[config.mk]
export PLATFORM = sky130hd
export DESIGN_NAME = fp_vadd_arbiter
export DESIGN_NICKNAME = d
export VERILOG_FILES = /design/src/rtl/fp_pkg.sv /design/src/rtl/rr_arbiter.sv /design/src/rtl/fp_vadd_arbiter.sv
export SDC_FILE = /design/constraint.sdc
export NUM_CORES = 1
export LEC_CHECK = 0
export BUFFER_PORTS_ARGS = -buffer_cell sky130_fd_sc_hd__buf_4
export CAP_MARGIN = 10
export CORE_AREA = 2 2 230 232
export CTS_BUF_LIST = sky130_fd_sc_hd__clkbuf_16
export DETAILED_ROUTE_END_ITERATION = 8
export DIE_AREA = 0 0 232 234
export GPL_TIMING_DRIVEN = 1
export PLACE_DENSITY = 0.37
export SYNTH_ARGS = -nofsm -noshare
export SYNTH_HDL_FRONTEND = slang
export SYNTH_HIERARCHICAL = 1
export SYNTH_SLANG_ARGS = --single-unit
[constraint.sdc]
create_clock -name clk -period 4.4 [get_ports clk]
set_input_delay 1.1 -clock clk [delete_from_list [all_inputs] [get_ports clk]]
set_output_delay 1.1 -clock clk [all_outputs]
set_load 0.02 [all_outputs]
[src/rtl/fp_pkg.sv]
// rtl/fp_pkg.sv - FP12 format defaults, derived widths and shared types for the vector-add arbiter
package fp_pkg;

  localparam int DEF_EXP_BITS  = 5;
  localparam int DEF_MANT_BITS = 6;
  localparam int DEF_W         = DEF_EXP_BITS + DEF_MANT_BITS + 1;
  localparam int DEF_VW        = 4 * DEF_W;

  localparam logic [DEF_W-1:0] FP12_ONE   = 12'h3C0;
  localparam logic [DEF_W-1:0] FP12_TWO   = 12'h400;
  localparam logic [DEF_W-1:0] FP12_THREE = 12'h420;

  typedef enum logic {IDLE = 1'b0, LOCKED = 1'b1} lock_state_t;

  // Requester-index width, never narrower than one bit
  function automatic int id_width(input int n);
    return ($clog2(n) > 1) ? $clog2(n) : 1;
  endfunction

endpackage

[src/rtl/rr_arbiter.sv]
// rtl/rr_arbiter.sv - round-robin one-hot grant with an optional locked-requester override
module rr_arbiter #(
  parameter int N    = 4,
  parameter int ID_W = 2
) (
  input  logic [N-1:0]    req,
  input  logic [ID_W-1:0] ptr,
  input  logic            lock_en,
  input  logic [ID_W-1:0] lock_id,
  output logic [N-1:0]    grant,
  output logic [ID_W-1:0] grant_id
);

  logic [ID_W-1:0] idx;
  logic            found;

  // Locked requester wins outright while it is requesting; otherwise the first request at or after ptr
  always_comb begin
    grant    = '0;
    grant_id = '0;
    found    = 1'b0;
    idx      = '0;
    if (lock_en && req[lock_id]) begin
      grant[lock_id] = 1'b1;
      grant_id       = lock_id;
    end else begin
      for (int k = 0; k < N; k++) begin
        idx = ID_W'((int'(ptr) + k) % N);
        if (!found && req[idx]) begin
          found      = 1'b1;
          grant[idx] = 1'b1;
          grant_id   = idx;
        end
      end
    end
  end

endmodule

[src/rtl/fp_vadd_arbiter.sv]
// rtl/fp_vadd_arbiter.sv - shares one 4-lane FP vector adder between requesters, tagging results with the issuer
module fp_vadd_arbiter
  import fp_pkg::*;
#(
  parameter int  NUM_REQ     = 4,
  parameter int  EXP_BITS    = DEF_EXP_BITS,
  parameter int  MANT_BITS   = DEF_MANT_BITS,
  parameter int  ADD_LATENCY = 2,
  parameter int  MAX_BURST   = 4,
  localparam int W           = EXP_BITS + MANT_BITS + 1,
  localparam int VW          = 4 * W,
  localparam int ID_W        = id_width(NUM_REQ)
) (
  input  logic                  clk,
  input  logic                  rst_n,
  input  logic                  en,
  input  logic [NUM_REQ-1:0]    req_valid,
  input  logic [NUM_REQ-1:0]    req_lock,
  input  logic [NUM_REQ*VW-1:0] req_x,
  input  logic [NUM_REQ*VW-1:0] req_y,
  output logic [NUM_REQ-1:0]    req_ready,
  output logic                  add_in_valid,
  output logic [VW-1:0]         add_x,
  output logic [VW-1:0]         add_y,
  input  logic                  add_out_valid,
  input  logic [VW-1:0]         add_out,
  output logic                  rsp_valid,
  output logic [ID_W-1:0]       rsp_id,
  output logic [VW-1:0]         rsp_data,
  output logic                  busy,
  output logic                  err_orphan
);

  localparam int              BC_W    = $clog2(MAX_BURST + 1);
  localparam logic [ID_W-1:0] LAST_ID = ID_W'(NUM_REQ - 1);

  lock_state_t            lock_state;
  logic [ID_W-1:0]        lock_id;
  logic [BC_W-1:0]        burst_cnt;
  logic [ID_W-1:0]        rr_ptr;
  logic [NUM_REQ-1:0]     req_gated;
  logic [NUM_REQ-1:0]     grant;
  logic [ID_W-1:0]        grant_id;
  logic                   accept;
  logic [ID_W-1:0]        iss_id;
  logic [ADD_LATENCY-1:0] tag_v;
  logic [ID_W-1:0]        tag_id [ADD_LATENCY];
  logic                   tail_v;
  logic [ID_W-1:0]        tail_id;

  // With en low nobody is granted, so in-flight work simply drains
  assign req_gated = en ? req_valid : '0;

  rr_arbiter #(
    .N    (NUM_REQ),
    .ID_W (ID_W)
  ) u_rr (
    .req      (req_gated),
    .ptr      (rr_ptr),
    .lock_en  (lock_state == LOCKED),
    .lock_id  (lock_id),
    .grant    (grant),
    .grant_id (grant_id)
  );

  assign req_ready = grant;
  assign accept    = |grant;

  // Burst lock: keep priority on one requester until it drops lock/valid, en falls, or the burst is full
  always_ff @(posedge clk or negedge rst_n) begin
    if (!rst_n) begin
      lock_state <= IDLE;
      lock_id    <= '0;
      burst_cnt  <= '0;
    end else begin
      case (lock_state)
        IDLE: begin
          if (accept && req_lock[grant_id] && (MAX_BURST > 1)) begin
            lock_state <= LOCKED;
            lock_id    <= grant_id;
            burst_cnt  <= BC_W'(1);
          end
        end
        LOCKED: begin
          if (!en || !req_valid[lock_id] || !req_lock[lock_id] ||
              (burst_cnt == BC_W'(MAX_BURST - 1))) begin
            lock_state <= IDLE;
            burst_cnt  <= '0;
          end else begin
            burst_cnt <= burst_cnt + 1'b1;
          end
        end
        default: lock_state <= IDLE;
      endcase
    end
  end

  // Pointer always moves past the winner, so a lock exit resumes the rotation at lock_id+1
  always_ff @(posedge clk or negedge rst_n) begin
    if (!rst_n) begin
      rr_ptr <= '0;
    end else if (accept) begin
      rr_ptr <= (grant_id == LAST_ID) ? '0 : grant_id + 1'b1;
    end
  end

  // Issue register: operands and issuer tag presented to the adder one cycle after accept
  always_ff @(posedge clk or negedge rst_n) begin
    if (!rst_n) begin
      add_in_valid <= 1'b0;
      add_x        <= '0;
      add_y        <= '0;
      iss_id       <= '0;
    end else begin
      add_in_valid <= accept;
      if (accept) begin
        add_x  <= req_x[grant_id*VW +: VW];
        add_y  <= req_y[grant_id*VW +: VW];
        iss_id <= grant_id;
      end
    end
  end

  // Tag pipe shadows the adder so its tail lines up with add_out_valid
  always_ff @(posedge clk or negedge rst_n) begin
    if (!rst_n) begin
      tag_v <= '0;
      for (int k = 0; k < ADD_LATENCY; k++) tag_id[k] <= '0;
    end else begin
      tag_v[0]  <= add_in_valid;
      tag_id[0] <= iss_id;
      for (int k = 1; k < ADD_LATENCY; k++) begin
        tag_v[k]  <= tag_v[k-1];
        tag_id[k] <= tag_id[k-1];
      end
    end
  end

  assign tail_v  = tag_v[ADD_LATENCY-1];
  assign tail_id = tag_id[ADD_LATENCY-1];

  // Response register; any disagreement between adder and tag pipe is latched as an orphan
  always_ff @(posedge clk or negedge rst_n) begin
    if (!rst_n) begin
      rsp_valid  <= 1'b0;
      rsp_id     <= '0;
      rsp_data   <= '0;
      err_orphan <= 1'b0;
    end else begin
      rsp_valid <= add_out_valid & tail_v;
      if (add_out_valid & tail_v) begin
        rsp_id   <= tail_id;
        rsp_data <= add_out;
      end
      if (add_out_valid ^ tail_v) err_orphan <= 1'b1;
    end
  end

  assign busy = add_in_valid | (|tag_v) | rsp_valid;

endmodule

==> qor.txt <==
Worst skew pair latency - 0.48 ns
1st-iter DRT viols - 313
Count of final hold-check violations - 0
Final Max Tran Viols - 0
Top cell type's share of synthesized area - 45.6%
Die Y - 234 um
Cells after synthesis - 752
Startpoint Class - input pin
FILL cells - 5532
Endpoints failing setup - 0
Largest net degree at the start of global routing - 82
H-tree levels - 4
FP Rows - 84
Reg clk slew, reported paths - 0.07 ns
RePlAce Congestion - 0.756
FFs w/ async S/R, synth - 100%
Post-cts resize count - 0
FF-to-FF Start - rr_ptr[0]$_DFFE_PN0P_
Worst slack at placement - 0.171 ns
Die width - 232 um
Placed cells - 2014
Nets - 1798
Fin crit period - 4.23 ns
Mapped Nets - 1205
Peak supply drop - 480 uV
Warnings, synthesis - 6
Fraction of layout cells with a size suffix above 1 - 61.0%
Hold path depth - 0
Critical path endpoint category - primary output
Synth top cells by count - nand2_1 (309), dfrtp_1 (165), mux4_2 (102)
Max-cap violations - 0
Area Overhead vs Synth - 66.4%
Num CTS Buffers - 17
CP max-delay cell - mux4_2
R2R setup slack - 1.05 ns
Fin worst setup slack - 0.166 ns
Initial antenna violation count - 2
Initial Util - 17.4%
Synth Register Bits - 165
Vias/cell - 4.02
Fin cells - 2047
F_max - 0.236 GHz
Die area - 0.0543 mm^2
Core area - 0.0520 mm^2
Buf+Inv Stages, Crit Path - 2
Cell Area, Synth - 0.00905 mm^2
First-pass GRT wire length - 57400 um
Hold path start - tag_id[2]$_DFF_PN0_
Setup bufs post-CTS - 0
Unrepaired setup endpoints after global routing - false
Worst Hold Class - reg -> reg
Crit path DAT - 3.13 ns
Clock Path Buffers - 2
Lkg Pwr - 0.00724 uW
Syn Area/Cell - 12.0 um^2
Worst-Margin Slew - 0.891 ns
Primary FF master, synth - dfrtp_1
Total gr overflow - 0
Setup TNS - 0 ns
CP Data Required Time - 3.30 ns
FF-to-FF path depth - 9
Hold buffer count at cts - 0
Critical Path Fanout Max - 8
Post-Route WL - 39600 um
Top Family by Delay on Critical Path - simple AND/OR/NAND/NOR gates
Post-route DRC violation count - 0
DP Wirelength - 31700 um
WHS Endpoint - tail_id[0]$_DFF_PN0_
Clock sinks - 165
IO Count - 598
Leading area contributor after synthesis - dfrtp_1
Drt first pass iters - 4
Synth cell types - 37
Overall Global Routing Usage - 14.5%
Sequential area share after synthesis - 45.6%
Status - finished, final reports clean
Most used cell, CP - buf_4
Number of enable flip-flop cells after synthesis - 0
Critical R2R Capture - add_x[42]$_DFFE_PN0P_
Vias in the first global route - 9020
Via count - 8238
Crit Path Class - in -> out
CTS tree - done
Slew headroom - 40.6%
CP peak stage delay - 0.53 ns
Top post-synthesis cells by area - dfrtp_1 (46%), mux4_2 (25%), nand2_1 (13%)
Final worst-path cycle share - 96.2%
Power density cells - 928 mW/mm^2
Worst path cell trace - buf_4, and2_1, mux4_2, nor2b_1, nor3b_4, nand2_1, a31oi_1, buf_4
Min Hold Slack - 0.351 ns
Clk root buf - clkbuf_16
DR WL/cell - 19.4 um
Port Buffers - 597
Max Clock Skew - 0.0138 ns
Final core occ - 28.9%
Final ANT Viol Nets - 0
Most frequent cell after synthesis - nand2_1
[sequential cells by signal (all words and copies together) (netlist names)]
name,cells
add_x,48
tag_id,2
rsp_valid,1
rsp_data,48
rsp_id,2
tag_v,2
burst_cnt,3
lock_state,1
err_orphan,1
tail_id,2
rr_ptr,2
iss_id,2
lock_id,2
add_y,48
add_in_valid,1
[stage by stage]
step	instance area [um^2]	total power (uW)
5_1_grt	15100	15300
3_5_place_dp	14500	12900
4_1_cts	15100	14400
2_1_floorplan	9050	9080
3_3_place_gp	14500	12800
6_report	15100	14000
[layout make-up]
class / count / area [um^2] / share of cell area, %
clock buffer: 17 / 425 / 2.82
tap: 688 / 861 / 5.72
clock inverter: 15 / 140 / 0.931
antenna: 1 / 2.50 / 0.0166
timing repair buffer: 627 / 4840 / 32.1
sequential: 165 / 4130 / 27.4
multi-input combinational: 528 / 4640 / 30.8
inverter: 6 / 25.0 / 0.166
[how the worst max path moves through the flow]
stage | from | cells past startpoint | to | slack [ns]
after floorplan | en | 6 | req_ready[2] | 0.57
after global placement | en | 8 | req_ready[1] | 0.24
after detailed placement | en | 8 | req_ready[3] | 0.17
after CTS | en | 8 | req_ready[3] | 0.16
after global routing | en | 8 | req_ready[1] | 0.03
final | en | 8 | req_ready[3] | 0.17
[per-layer routing]
layer	vias to the layer above	GRT usage, %	share of wire, %
met5	-	0	0.040
met4	2	4.21	1.6
met3	33	5.25	8.0
met2	362	25.6	52
met1	3982	16.3	38
li1	3859	-	-
[cells by family (layout without fill, tap and decap cells)]
family                     Yosys count  count (layout)  share of synthesized area, %
muxes                              163             163                          33.1
adders and majority gates            9               9                          1.24
other                                0               1                             0
buffers and inverters               59             665                          3.46
DFF                                165             165                          45.6
AOI/OAI and AO/OA                   25              25                          1.96
and+or+nand+nor                    331             331                          14.6
[cell usage in the layout, fill, tap and decap left out, types with 3 or more instances in the layout]
| cell type | synthesis | layout |
|---|---|---|
| buf_4 | 3 | 616 |
| nand2_1 | 309 | 309 |
| dfrtp_1 | 165 | 165 |
| mux4_2 | 102 | 102 |
| mux2_2 | 54 | 54 |
| clkbuf_16 | 0 | 17 |
| buf_12 | 0 | 10 |
| ha_1 | 9 | 8 |
| a21oi_1 | 6 | 6 |
| mux2i_1 | 6 | 6 |
| inv_1 | 6 | 5 |
| and2_1 | 4 | 4 |
| inv_6 | 0 | 4 |
| inv_8 | 0 | 4 |
| a22o_2 | 4 | 4 |
| a31oi_1 | 5 | 4 |
| nor2_1 | 4 | 4 |
| nand2b_1 | 3 | 3 |
| clkinvlp_4 | 0 | 3 |
[power by group]
part           internal, uW  total [uW]  switching [uW]
Clock                   747        1510             759
Sequential             2400        2820             426
Combinational          4390        9650            5260
Note: power is estimated with default switching activity, not from simulation.
